File: src/rtl/fetch_unit_pkg.sv
// fetch_unit_pkg: constants and types shared by the instruction fetch unit.
//   RESET_PC_DEFAULT : address of the first fetch after reset
//   INSTR_WIDTH      : width of one fetched instruction
//   fetch_state_e    : RUN (fetching) / DRAIN (dropping stale responses)
package fetch_unit_pkg;

  localparam logic [31:0] RESET_PC_DEFAULT = 32'h0000_0000;
  localparam int unsigned INSTR_WIDTH      = 32;

  typedef enum logic [0:0] {
    RUN   = 1'b0,
    DRAIN = 1'b1
  } fetch_state_e;

endpackage

File: src/rtl/fetch_buffer.sv
// fetch_buffer: DEPTH-entry FIFO holding fetched {pc, instr} pairs.
//   clk_i, rst_ni  : clock, asynchronous active-low reset
//   flush_i        : drop every entry (wins over push/pop)
//   push_i/_data_i : write one entry (accepted when not full, or when popping)
//   pop_i          : remove the head (ignored when empty)
//   head_o         : head entry, forced to zero while empty
//   empty_o        : no entries stored
//   count_o        : number of stored entries
module fetch_buffer #(
  parameter int unsigned DEPTH = 2,
  parameter int unsigned WIDTH = 64,
  localparam int unsigned CNT_W = $clog2(DEPTH) + 1
) (
  input  logic             clk_i,
  input  logic             rst_ni,
  input  logic             flush_i,
  input  logic             push_i,
  input  logic [WIDTH-1:0] push_data_i,
  input  logic             pop_i,
  output logic [WIDTH-1:0] head_o,
  output logic             empty_o,
  output logic [CNT_W-1:0] count_o
);

  localparam int unsigned PTR_W = $clog2(DEPTH);

  logic [WIDTH-1:0] mem_q [DEPTH];
  logic [PTR_W-1:0] rd_ptr_q;
  logic [PTR_W-1:0] wr_ptr_q;
  logic [CNT_W-1:0] count_q;
  logic             full;
  logic             push_en;
  logic             pop_en;

  assign empty_o = (count_q == '0);
  assign full    = (count_q == CNT_W'(DEPTH));
  assign pop_en  = pop_i && !empty_o;
  // A push into a full buffer is legal only when the head leaves the same cycle.
  assign push_en = push_i && (!full || pop_en);

  always_ff @(posedge clk_i or negedge rst_ni) begin
    if (!rst_ni) begin
      rd_ptr_q <= '0;
      wr_ptr_q <= '0;
      count_q  <= '0;
    end else if (flush_i) begin
      rd_ptr_q <= '0;
      wr_ptr_q <= '0;
      count_q  <= '0;
    end else begin
      if (push_en) wr_ptr_q <= wr_ptr_q + PTR_W'(1);
      if (pop_en)  rd_ptr_q <= rd_ptr_q + PTR_W'(1);
      if (push_en && !pop_en) begin
        count_q <= count_q + CNT_W'(1);
      end else if (!push_en && pop_en) begin
        count_q <= count_q - CNT_W'(1);
      end
    end
  end

  // Storage needs no reset: the head is masked while the buffer is empty.
  always_ff @(posedge clk_i) begin
    if (push_en && !flush_i) mem_q[wr_ptr_q] <= push_data_i;
  end

  assign head_o  = empty_o ? '0 : mem_q[rd_ptr_q];
  assign count_o = count_q;

endmodule

File: src/rtl/fetch_unit.sv
// fetch_unit: sequential instruction fetcher with redirect and stale-response drain.
//   clk, rst                     : clock, asynchronous active-low reset
//   imem_req_valid/_ready/_addr  : fetch request to instruction memory
//   imem_rsp_valid/_data         : in-order memory response
//   redirect_valid/_pc           : taken branch / jump target
//   instr_valid/_ready, instr,
//   instr_pc                     : buffered instruction to decode
//   state_dbg                    : current fetch state
//
// Handshakes: a transfer happens on a rising edge where valid and ready are
// both high; valid never depends on ready, and the payload stays stable
// while valid is high and ready is low.
module fetch_unit
  import fetch_unit_pkg::*;
#(
  parameter int unsigned ADDRESS_WIDTH = 32,
  parameter int unsigned DATA_WIDTH    = INSTR_WIDTH,
  parameter logic [ADDRESS_WIDTH-1:0] RESET_PC = ADDRESS_WIDTH'(RESET_PC_DEFAULT),
  parameter int unsigned DEPTH         = 2
) (
  input  logic                     clk,
  input  logic                     rst,
  output logic                     imem_req_valid,
  input  logic                     imem_req_ready,
  output logic [ADDRESS_WIDTH-1:0] imem_req_addr,
  input  logic                     imem_rsp_valid,
  input  logic [DATA_WIDTH-1:0]    imem_rsp_data,
  input  logic                     redirect_valid,
  input  logic [ADDRESS_WIDTH-1:0] redirect_pc,
  output logic                     instr_valid,
  input  logic                     instr_ready,
  output logic [DATA_WIDTH-1:0]    instr,
  output logic [ADDRESS_WIDTH-1:0] instr_pc,
  output fetch_state_e             state_dbg
);

  localparam int unsigned CNT_W     = $clog2(DEPTH) + 1;
  localparam int unsigned PAYLOAD_W = ADDRESS_WIDTH + DATA_WIDTH;
  localparam logic [CNT_W:0] DEPTH_OCC = (CNT_W + 1)'(DEPTH);

  fetch_state_e             state_q, state_d;
  logic [ADDRESS_WIDTH-1:0] fetch_pc_q, fetch_pc_d;
  logic [ADDRESS_WIDTH-1:0] rsp_pc_q, rsp_pc_d;
  logic [CNT_W-1:0]         outstanding_q, outstanding_d;
  logic [CNT_W-1:0]         discard_q, discard_d;

  logic [CNT_W-1:0]         buf_count;
  logic                     buf_empty;
  logic [PAYLOAD_W-1:0]     buf_head;
  logic [CNT_W:0]           occupancy;
  logic [ADDRESS_WIDTH-1:0] redirect_aligned;
  logic                     req_fire;
  logic                     rsp_keep;
  logic                     pop;
  logic                     unused_redirect_lsbs;

  // Fetch addresses are word aligned; the target's byte offset is ignored.
  assign redirect_aligned     = {redirect_pc[ADDRESS_WIDTH-1:2], 2'b00};
  assign unused_redirect_lsbs = ^redirect_pc[1:0];

  // Every in-flight request owns a buffer slot, so the buffer cannot overflow.
  assign occupancy      = {1'b0, outstanding_q} + {1'b0, buf_count};
  assign imem_req_valid = rst && (state_q == RUN) && !redirect_valid && (occupancy < DEPTH_OCC);
  assign imem_req_addr  = fetch_pc_q;
  assign req_fire       = imem_req_valid && imem_req_ready;

  // Responses are kept only in RUN outside a redirect cycle; all others are stale.
  assign rsp_keep    = imem_rsp_valid && (state_q == RUN) && !redirect_valid;
  assign instr_valid = !buf_empty;
  assign pop         = instr_valid && instr_ready;
  assign {instr_pc, instr} = buf_head;
  assign state_dbg   = state_q;

  always_comb begin
    fetch_pc_d    = fetch_pc_q;
    rsp_pc_d      = rsp_pc_q;
    outstanding_d = outstanding_q;
    discard_d     = discard_q;
    state_d       = state_q;

    if (req_fire && !imem_rsp_valid) begin
      outstanding_d = outstanding_q + CNT_W'(1);
    end else if (!req_fire && imem_rsp_valid) begin
      outstanding_d = outstanding_q - CNT_W'(1);
    end

    if (req_fire) fetch_pc_d = fetch_pc_q + ADDRESS_WIDTH'(4);
    // Responses arrive in order, so the next kept one belongs to rsp_pc_q.
    if (rsp_keep) rsp_pc_d = rsp_pc_q + ADDRESS_WIDTH'(4);

    if (redirect_valid) begin
      // Everything still in flight after this cycle predates the redirect.
      fetch_pc_d = redirect_aligned;
      rsp_pc_d   = redirect_aligned;
      discard_d  = outstanding_d;
      state_d    = (outstanding_d != '0) ? DRAIN : RUN;
    end else if ((state_q == DRAIN) && imem_rsp_valid) begin
      discard_d = discard_q - CNT_W'(1);
      if (discard_q == CNT_W'(1)) state_d = RUN;
    end
  end

  always_ff @(posedge clk or negedge rst) begin
    if (!rst) begin
      state_q       <= RUN;
      fetch_pc_q    <= RESET_PC;
      rsp_pc_q      <= RESET_PC;
      outstanding_q <= '0;
      discard_q     <= '0;
    end else begin
      state_q       <= state_d;
      fetch_pc_q    <= fetch_pc_d;
      rsp_pc_q      <= rsp_pc_d;
      outstanding_q <= outstanding_d;
      discard_q     <= discard_d;
    end
  end

  // A redirect flushes after any same-cycle pop, so a consumed head is simply gone.
  fetch_buffer #(
    .DEPTH (DEPTH),
    .WIDTH (PAYLOAD_W)
  ) u_buffer (
    .clk_i       (clk),
    .rst_ni      (rst),
    .flush_i     (redirect_valid),
    .push_i      (rsp_keep),
    .push_data_i ({rsp_pc_q, imem_rsp_data}),
    .pop_i       (pop),
    .head_o      (buf_head),
    .empty_o     (buf_empty),
    .count_o     (buf_count)
  );

endmodule

File: config.mk
export PLATFORM = sky130hd
export DESIGN_NAME = fetch_unit
export DESIGN_NICKNAME = d
export VERILOG_FILES = /design/src/rtl/fetch_unit_pkg.sv /design/src/rtl/fetch_buffer.sv /design/src/rtl/fetch_unit.sv
export SDC_FILE = /design/constraint.sdc
export NUM_CORES = 1
export LEC_CHECK = 0
export BUFFER_PORTS_ARGS = -buffer_cell sky130_fd_sc_hd__buf_2
export CAP_MARGIN = 10
export CORE_MARGIN = 5
export CORE_UTILIZATION = 45
export CTS_CLUSTER_SIZE = 28
export DETAILED_ROUTE_END_ITERATION = 10
export GPL_TIMING_DRIVEN = 0
export PLACE_DENSITY_LB_ADDON = 0.08
export RECOVER_POWER = 100
export SYNTH_ARGS = -nofsm -noshare
export SYNTH_HDL_FRONTEND = slang
export SYNTH_SLANG_ARGS = --single-unit
File: constraint.sdc
create_clock -name clk -period 14.45 [get_ports clk]
set_clock_uncertainty 0.1 [all_clocks]
set_input_delay 1.445 -clock clk [delete_from_list [all_inputs] [get_ports clk]]
set_output_delay 1.445 -clock clk [all_outputs]
set_load 0.05 [all_outputs]
==> out/results.txt, run 1 <==
# nets final = 963
CORE AREA = 18710 µm²
Slew Limit Fails = 46
r2r setup slk = 10580 ps
DRC violations left = 0
GPL Wtd Cong = 0.8564
CTS tree = built
initial antenna violation count = 1
synth-to-layout area growth = 18.71%
setup bufs post-CTS = 0
global-route wire length before repair = 32990 µm
Leakage = 3.535 nW
CP Capture Type = output pin
Slew @ Worst Pin = 2548 ps
ranking of synthesized cells by area = edfxtp_1 (44%), dfrtp_1 (20%), mux2i_1 (7.4%)
Synth Area in Adders = 0.6755%
# clock sinks = 193
Slew headroom = -69.87%
post-synthesis cell area = 8521 µm²
share of the synthesized area in the top cell type = 43.70%
area leader, netlist = edfxtp_1
Final Hold Fails = 0
synth warn = 0
Synth cell types = 49
Initial Util = 45.55%
io pins = 169
maximum net fanout on the critical path = 45
Clk Tree Root Cell = clkbuf_16
Clock Latency Late Sink = 420 ps
Main synth FF type = edfxtp_1
main combinational cell family by area after synthesis = simple AND/OR/NAND/NOR gates
FF+latch area = 5450 µm²
total congestion overflow = 0
Peak VDD IR = 83.92 µV
largest net degree at the start of global routing = 46
number of synthesized flops with an enable pin = 124
fraction of registers with async set/reset = 35.75%
Synth Area in XOR/XNOR = 3.598%
crit share post-route = 49.73%
sequential fraction of the synthesis area = 63.96%
f_max = 139.2 MHz
max cap viols = 1
crit path kind = input pin to output pin
CTS Hold Bufs = 0
Post-Route WL = 20920 µm
Yosys reg bits = 193
diode count = 0
Clock Pin Slew Worst Setup and Hold Paths = 70 ps
setup_tns = 0 ps
Die Area = 21790 µm²
Post-Syn Instances = 694
initial drt markers = 412
post-layout min period = 7186 ps
crit path launch type = input pin
post-route ant nets = 0
status = finished with violations
layout cells sized above 1 = 9.645%
vias = 6197
post-detail-place hpwl = 15610 µm
RSZ-0062 raised after global routing = false
Post-Syn Area per Cell = 12.28 µm²
final core occ = 54.07%
fillers = 1673
number of global-route vias before repair = 6277
CTS buffer count = 17
IO Port Bufs = 160
Initial DRT Pass Iterations = 5
Die Y = 147.6 µm
endpoints failing setup = 0
drt wl/cell = 18.42 µm
synth cell count leaders = edfxtp_1 (124), nor2_1 (84), dfrtp_1 (69)
H-tree depth = 4
post-synthesis mux area share = 7.665%
Clock Path Buffers = 2
Synth Area in Compound Gates = 7.151%
Post-Synth Simple-Gate Area = 14.67%
most frequent cell after synthesis = edfxtp_1
Tightest Hold Check Type = register to register
die width = 147.6 µm
WHS = 397.7 ps
Multi-input gate area = 2868 µm²
CTS resizes = 0
failing checks = max-capacitance violations, max-slew violations
Power per Cell Area = 144.9 nW/µm²
total global routing track utilization = 19.17%
Arr. time, crit path = 5640 ps
row count = 50
routed vias/inst = 5.455
CP required = 12900 ps
[cells in the final DEF, fill, tap and decap left out, drive strengths merged, types with 6 or more instances in the layout]
| master | netlist | final |
|---|---|---|
| inv | 7 | 9 |
| clkinv | 0 | 6 |
| nand4 | 28 | 28 |
| dfrtp | 69 | 69 |
| clkbuf | 23 | 171 |
| nor2 | 84 | 84 |
| o21ai | 49 | 49 |
| and2 | 6 | 6 |
| xnor2 | 9 | 9 |
| a21oi | 13 | 13 |
| mux2i | 63 | 63 |
| o211ai | 12 | 12 |
| o311ai | 11 | 11 |
| xor2 | 26 | 26 |
| nand2 | 62 | 62 |
| buf | 13 | 55 |
| edfxtp | 124 | 124 |
| nand3 | 29 | 29 |
| and3 | 10 | 10 |
[logic make-up (layout without fill, tap and decap cells)]
kind of cell,Yosys count,after routing
AOI/OAI and AO/OA,99,99
xor gates and xnor gates,35,35
adders and majority gates,4,4
buffers and inverters,43,248
DFF,193,193
muxes,65,65
other,1,4
and+or+nand+nor,254,254
[worst paths after layout]
check                                                  endpoint                startpoint  cells past startpoint
worst min-delay path            u_buffer.mem_q[1][63]$_DFFE_PP_  rsp_pc_q[31]$_DFFE_PN0N_                      0
worst max register to register   u_buffer.mem_q[1][1]$_DFFE_PP_     state_dbg$_DFFE_PN0P_                      6
min in group asynchronous         imem_req_addr[30]$_DFFE_PN0P_                       rst                      1
max in group asynchronous               rsp_pc_q[7]$_DFFE_PN0N_                       rst                      2
worst max-delay path                             imem_req_valid                       rst                      5
worst min register to register  u_buffer.mem_q[1][63]$_DFFE_PP_  rsp_pc_q[31]$_DFFE_PN0N_                      0
[worst max-delay path: stages]
cell	delay, ps
clkbuf_1	1030
clkbuf_1	1880
or4b_1	620
nor2_1	150
clkbuf_1	480
[layout make-up]
class | instances | share of cell area (%)
plain buffers | 36 | 1.534
clock buffers | 17 | 4.206
clock inverters | 15 | 1.880
inverters | 7 | 0.2598
multi-input cells | 461 | 28.35
flip-flops and latches | 193 | 53.88
well taps | 234 | 2.895
repair buffers | 173 | 6.989
[sequential cells by signal (all words and copies together), names as in the netlist]
signal and count:
rsp_pc_q 30, discard_q 2, outstanding_q 2, u_buffer.wr_ptr_q 1, u_buffer.mem_q 124, imem_req_addr 30, u_buffer.count_o 2, state_dbg 1
u_buffer.rd_ptr_q 1
[layer usage]
layer | up-vias | track usage [%] | routed length (µm)
met2 | 232 | 30.99 | 10010
met4 | 2 | 4.800 | 264
met3 | 29 | 4.537 | 1423
met5 | - | 0 | 18
met1 | 2984 | 26.36 | 9204
li1 | 2950 | - | -
[power by group]
group / switching [mW] / internal (mW) / leakage (nW) / total (mW)
clock network: 0.201 / 0.289 / 0.292 / 0.489
logic: 0.218 / 0.0741 / 1.28 / 0.292
registers: 0.0434 / 0.641 / 1.96 / 0.685
[stage by stage]
step / instances / power [mW] / worst slack, ps / instance area (µm²)
final: 1136 / 1.466 / 7264 / 10110
after global routing: 1136 / 1.529 / 6567 / 10110
after CTS: 1136 / 1.494 / 9824 / 10430
after detailed placement: 1104 / 1.006 / 9819 / 9816
after global placement: 1091 / 0.9932 / 4216 / 9625
after floorplan: 697 / 0.9078 / 6843 / 8532
Power figures use the tool's default switching activity.
==> run 2: changes to the inputs <==
clock period = 6.4 ns   (was 14.45 ns; I/O delays follow)
==> run 2 against run 1 <==
Compared with the run above: the run still ends with max-capacitance violations, max-slew violations left; total power is 120% higher; die area unchanged; critical path depth grew 1; via count fell by 0.47%; sequential cell count unchanged; non-clock buffer count is 7 lower; combinational power grew 130%; final cell count fell by 0.70%; setup slack lost 5300 ps; register-to-register slack worse by 8500 ps; core utilization is 0.074 points higher.
==> out/results.txt, run 2 (synthesized netlist as in run 1, its figures left out) <==
# nets final = 956 (was 963)
CORE AREA = 18710 µm² (unchanged)
setup bufs post-CTS = 0 (unchanged)
RR Endpoint = u_buffer.mem_q[0][63]$_DFFE_PP_ (was u_buffer.mem_q[1][1]$_DFFE_PP_)
crit share post-route = 69.76%
delay-heaviest family, CP = simple AND/OR/NAND/NOR gates (was buffers and inverters)
status = finished with violations (unchanged)
Reg2Reg Depth = 5 (was 6)
GPL Wtd Cong = 0.8541 (was 0.8564)
commonest non-fill, non-tap cell in the layout = clkbuf_1 (unchanged)
Largest register FFs = 124 (unchanged)
CP required = 6350 ps (was 12900 ps)
DRC violations left = 0 (unchanged)
IO Port Bufs = 160 (unchanged)
Clock Path Buffers = 2 (unchanged)
die width = 147.6 µm (unchanged)
vias = 6168 (was 6197)
Arr. time, crit path = 4410 ps (was 5640 ps)
H-tree depth = 4 (unchanged)
CP Depth = 6 (was 5)
Die Y = 147.6 µm (unchanged)
maximum net fanout on the critical path = 15 (was 45)
FF+latch area = 5450 µm² (unchanged)
Slew headroom = -62.75% (was -69.87%)
Die Area = 21790 µm² (unchanged)
global-route wire length before repair = 32770 µm (was 32990 µm)
crit path kind = input pin to register (was input pin to output pin)
CTS resizes = 0 (unchanged)
Design Power = 3.245 mW (was 1.466 mW)
max cap viols = 2 (was 1)
RR Startpoint = state_dbg$_DFFE_PN0P_ (unchanged)
Worst path slowest cell = nor3_1 (was clkbuf_1)
setup_tns = 0 ps (unchanged)
failing checks = max-capacitance violations, max-slew violations (unchanged)
row count = 50 (unchanged)
CP Capture Type = register (was output pin)
initial drt markers = 340 (was 412)
post-layout min period = 4465 ps
routed vias/inst = 5.468 (was 5.455)
post-detail-place hpwl = 15390 µm (was 15610 µm)
Final Hold Fails = 0 (unchanged)
drt wl/cell = 18.42 µm (about the same)
Critical path buffers and inverters = 3 (unchanged)
f_max = 224.0 MHz
largest net degree at the start of global routing = 72 (was 46)
Initial Util = 45.55% (unchanged)
total global routing track utilization = 19.04% (was 19.17%)
Non-Filler Instances = 1128 (was 1136)
Slew Limit Fails = 30 (was 46)
crit path launch type = input pin (unchanged)
Clock Pin Slew Worst Setup and Hold Paths = 70 ps (about the same)
Post-Route WL = 20770 µm (was 20920 µm)
initial antenna violation count = 1 (unchanged)
number of global-route vias before repair = 6283 (was 6277)
fillers = 1675 (was 1673)
Crit path top cell by count = clkbuf_1 (unchanged)
diode count = 0 (unchanged)
placed insts = 1097 (was 1104)
total congestion overflow = 0 (unchanged)
Critical Path, Cell by Cell = clkbuf_1, nor2b_1, clkbuf_1, o21ai_0, nor3_1, clkbuf_1 (was clkbuf_1, clkbuf_1, or4b_1, nor2_1, clkbuf_1)
# clock sinks = 193 (unchanged)
Peak VDD IR = 193.7 µV (was 83.92 µV)
commonest cells after routing, fill and taps aside = clkbuf_1 (141), edfxtp_1 (124), nor2_1 (84) (was clkbuf_1 (154), edfxtp_1 (124), nor2_1 (84))
post-route ant nets = 0 (unchanged)
RSZ-0062 raised after global routing = false (unchanged)
CTS buffer count = 17 (unchanged)
Multi-input gate area = 2868 µm² (unchanged)
layout cells sized above 1 = 10.51% (was 9.645%)
synth-to-layout area growth = 18.87% (was 18.71%)
endpoints failing setup = 0 (unchanged)
Leakage = 3.543 nW (was 3.535 nW)
Clock Latency Late Sink = 420 ps (about the same)
CTS Hold Bufs = 0 (unchanged)
Clk Tree Root Cell = clkbuf_16 (unchanged)
Crit. Startpoint = imem_rsp_valid (was rst)
Top reg by flops = u_buffer.mem_q (unchanged)
Slew @ Worst Pin = 2423 ps (was 2548 ps)
io pins = 169 (unchanged)
r2r setup slk = 2070 ps (was 10580 ps)
Initial DRT Pass Iterations = 5 (unchanged)
CTS tree = built (unchanged)
CP max stage delay = 1850 ps (was 1880 ps)
Tightest Hold Check Type = input pin to async pin (was register to register)
Power per Cell Area = 320.3 nW/µm² (was 144.9 nW/µm²)
[run 2: how the worst max path moves through the flow]
stage	slack (ps)	endpoint
detailed placement	2720	u_buffer.mem_q[1][6]$_DFFE_PP_
global placement	230	u_buffer.mem_q[1][6]$_DFFE_PP_
floorplan	1750	u_buffer.mem_q[1][0]$_DFFE_PP_
global route	1570	u_buffer.mem_q[0][55]$_DFFE_PP_
finish	1940	u_buffer.mem_q[0][63]$_DFFE_PP_
CTS	2910	instr[5]
[run 2: layout make-up]
| cell class | count | share of cell area [%] |
|---|---|---|
| inverter | 7 | 0.2594 |
| sequential | 193 | 53.81 |
| buffer | 36 | 1.532 |
| multi-input combinational | 461 | 28.31 |
| clock inverter | 13 | 1.359 |
| clock buffer | 18 | 4.237 |
| tap | 234 | 2.891 |
| timing repair buffer | 166 | 7.597 |
[run 2: routing by layer]
layer | GRT usage, % | vias up | part of all wire, %
li1 | - | 2938 | -
met1 | 25.55 | 2970 | 44
met2 | 31.09 | 237 | 48
met3 | 3.955 | 21 | 6.7
met4 | 6.431 | 2 | 1.1
met5 | 0 | - | 0.034
[run 2: where the power goes]
group | total [mW] | switching [mW] | internal, mW | leakage [nW]
Clock | 1.03 | 0.453 | 0.574 | 0.264
Combinational | 0.673 | 0.495 | 0.177 | 1.31
Sequential | 1.55 | 0.0971 | 1.45 | 1.96
Total | 3.24 | 1.05 | 2.20 | 3.54
[run 2: through the flow]
| stage | hold WS (ps) | setup WS (ps) | cell area, µm² | util, % |
|---|---|---|---|---|
| global placement | 373.9 | 234.7 | 9635 | 51.51 |
| finish | 251.2 | 1935 | 10130 | 54.15 |
| CTS | 271.3 | 2908 | 10340 | 55.30 |
| detailed placement | 388.5 | 2723 | 9778 | 52.27 |
| floorplan | 244.4 | 1750 | 8542 | - |
| global route | 281.1 | 1567 | 10130 | 54.15 |
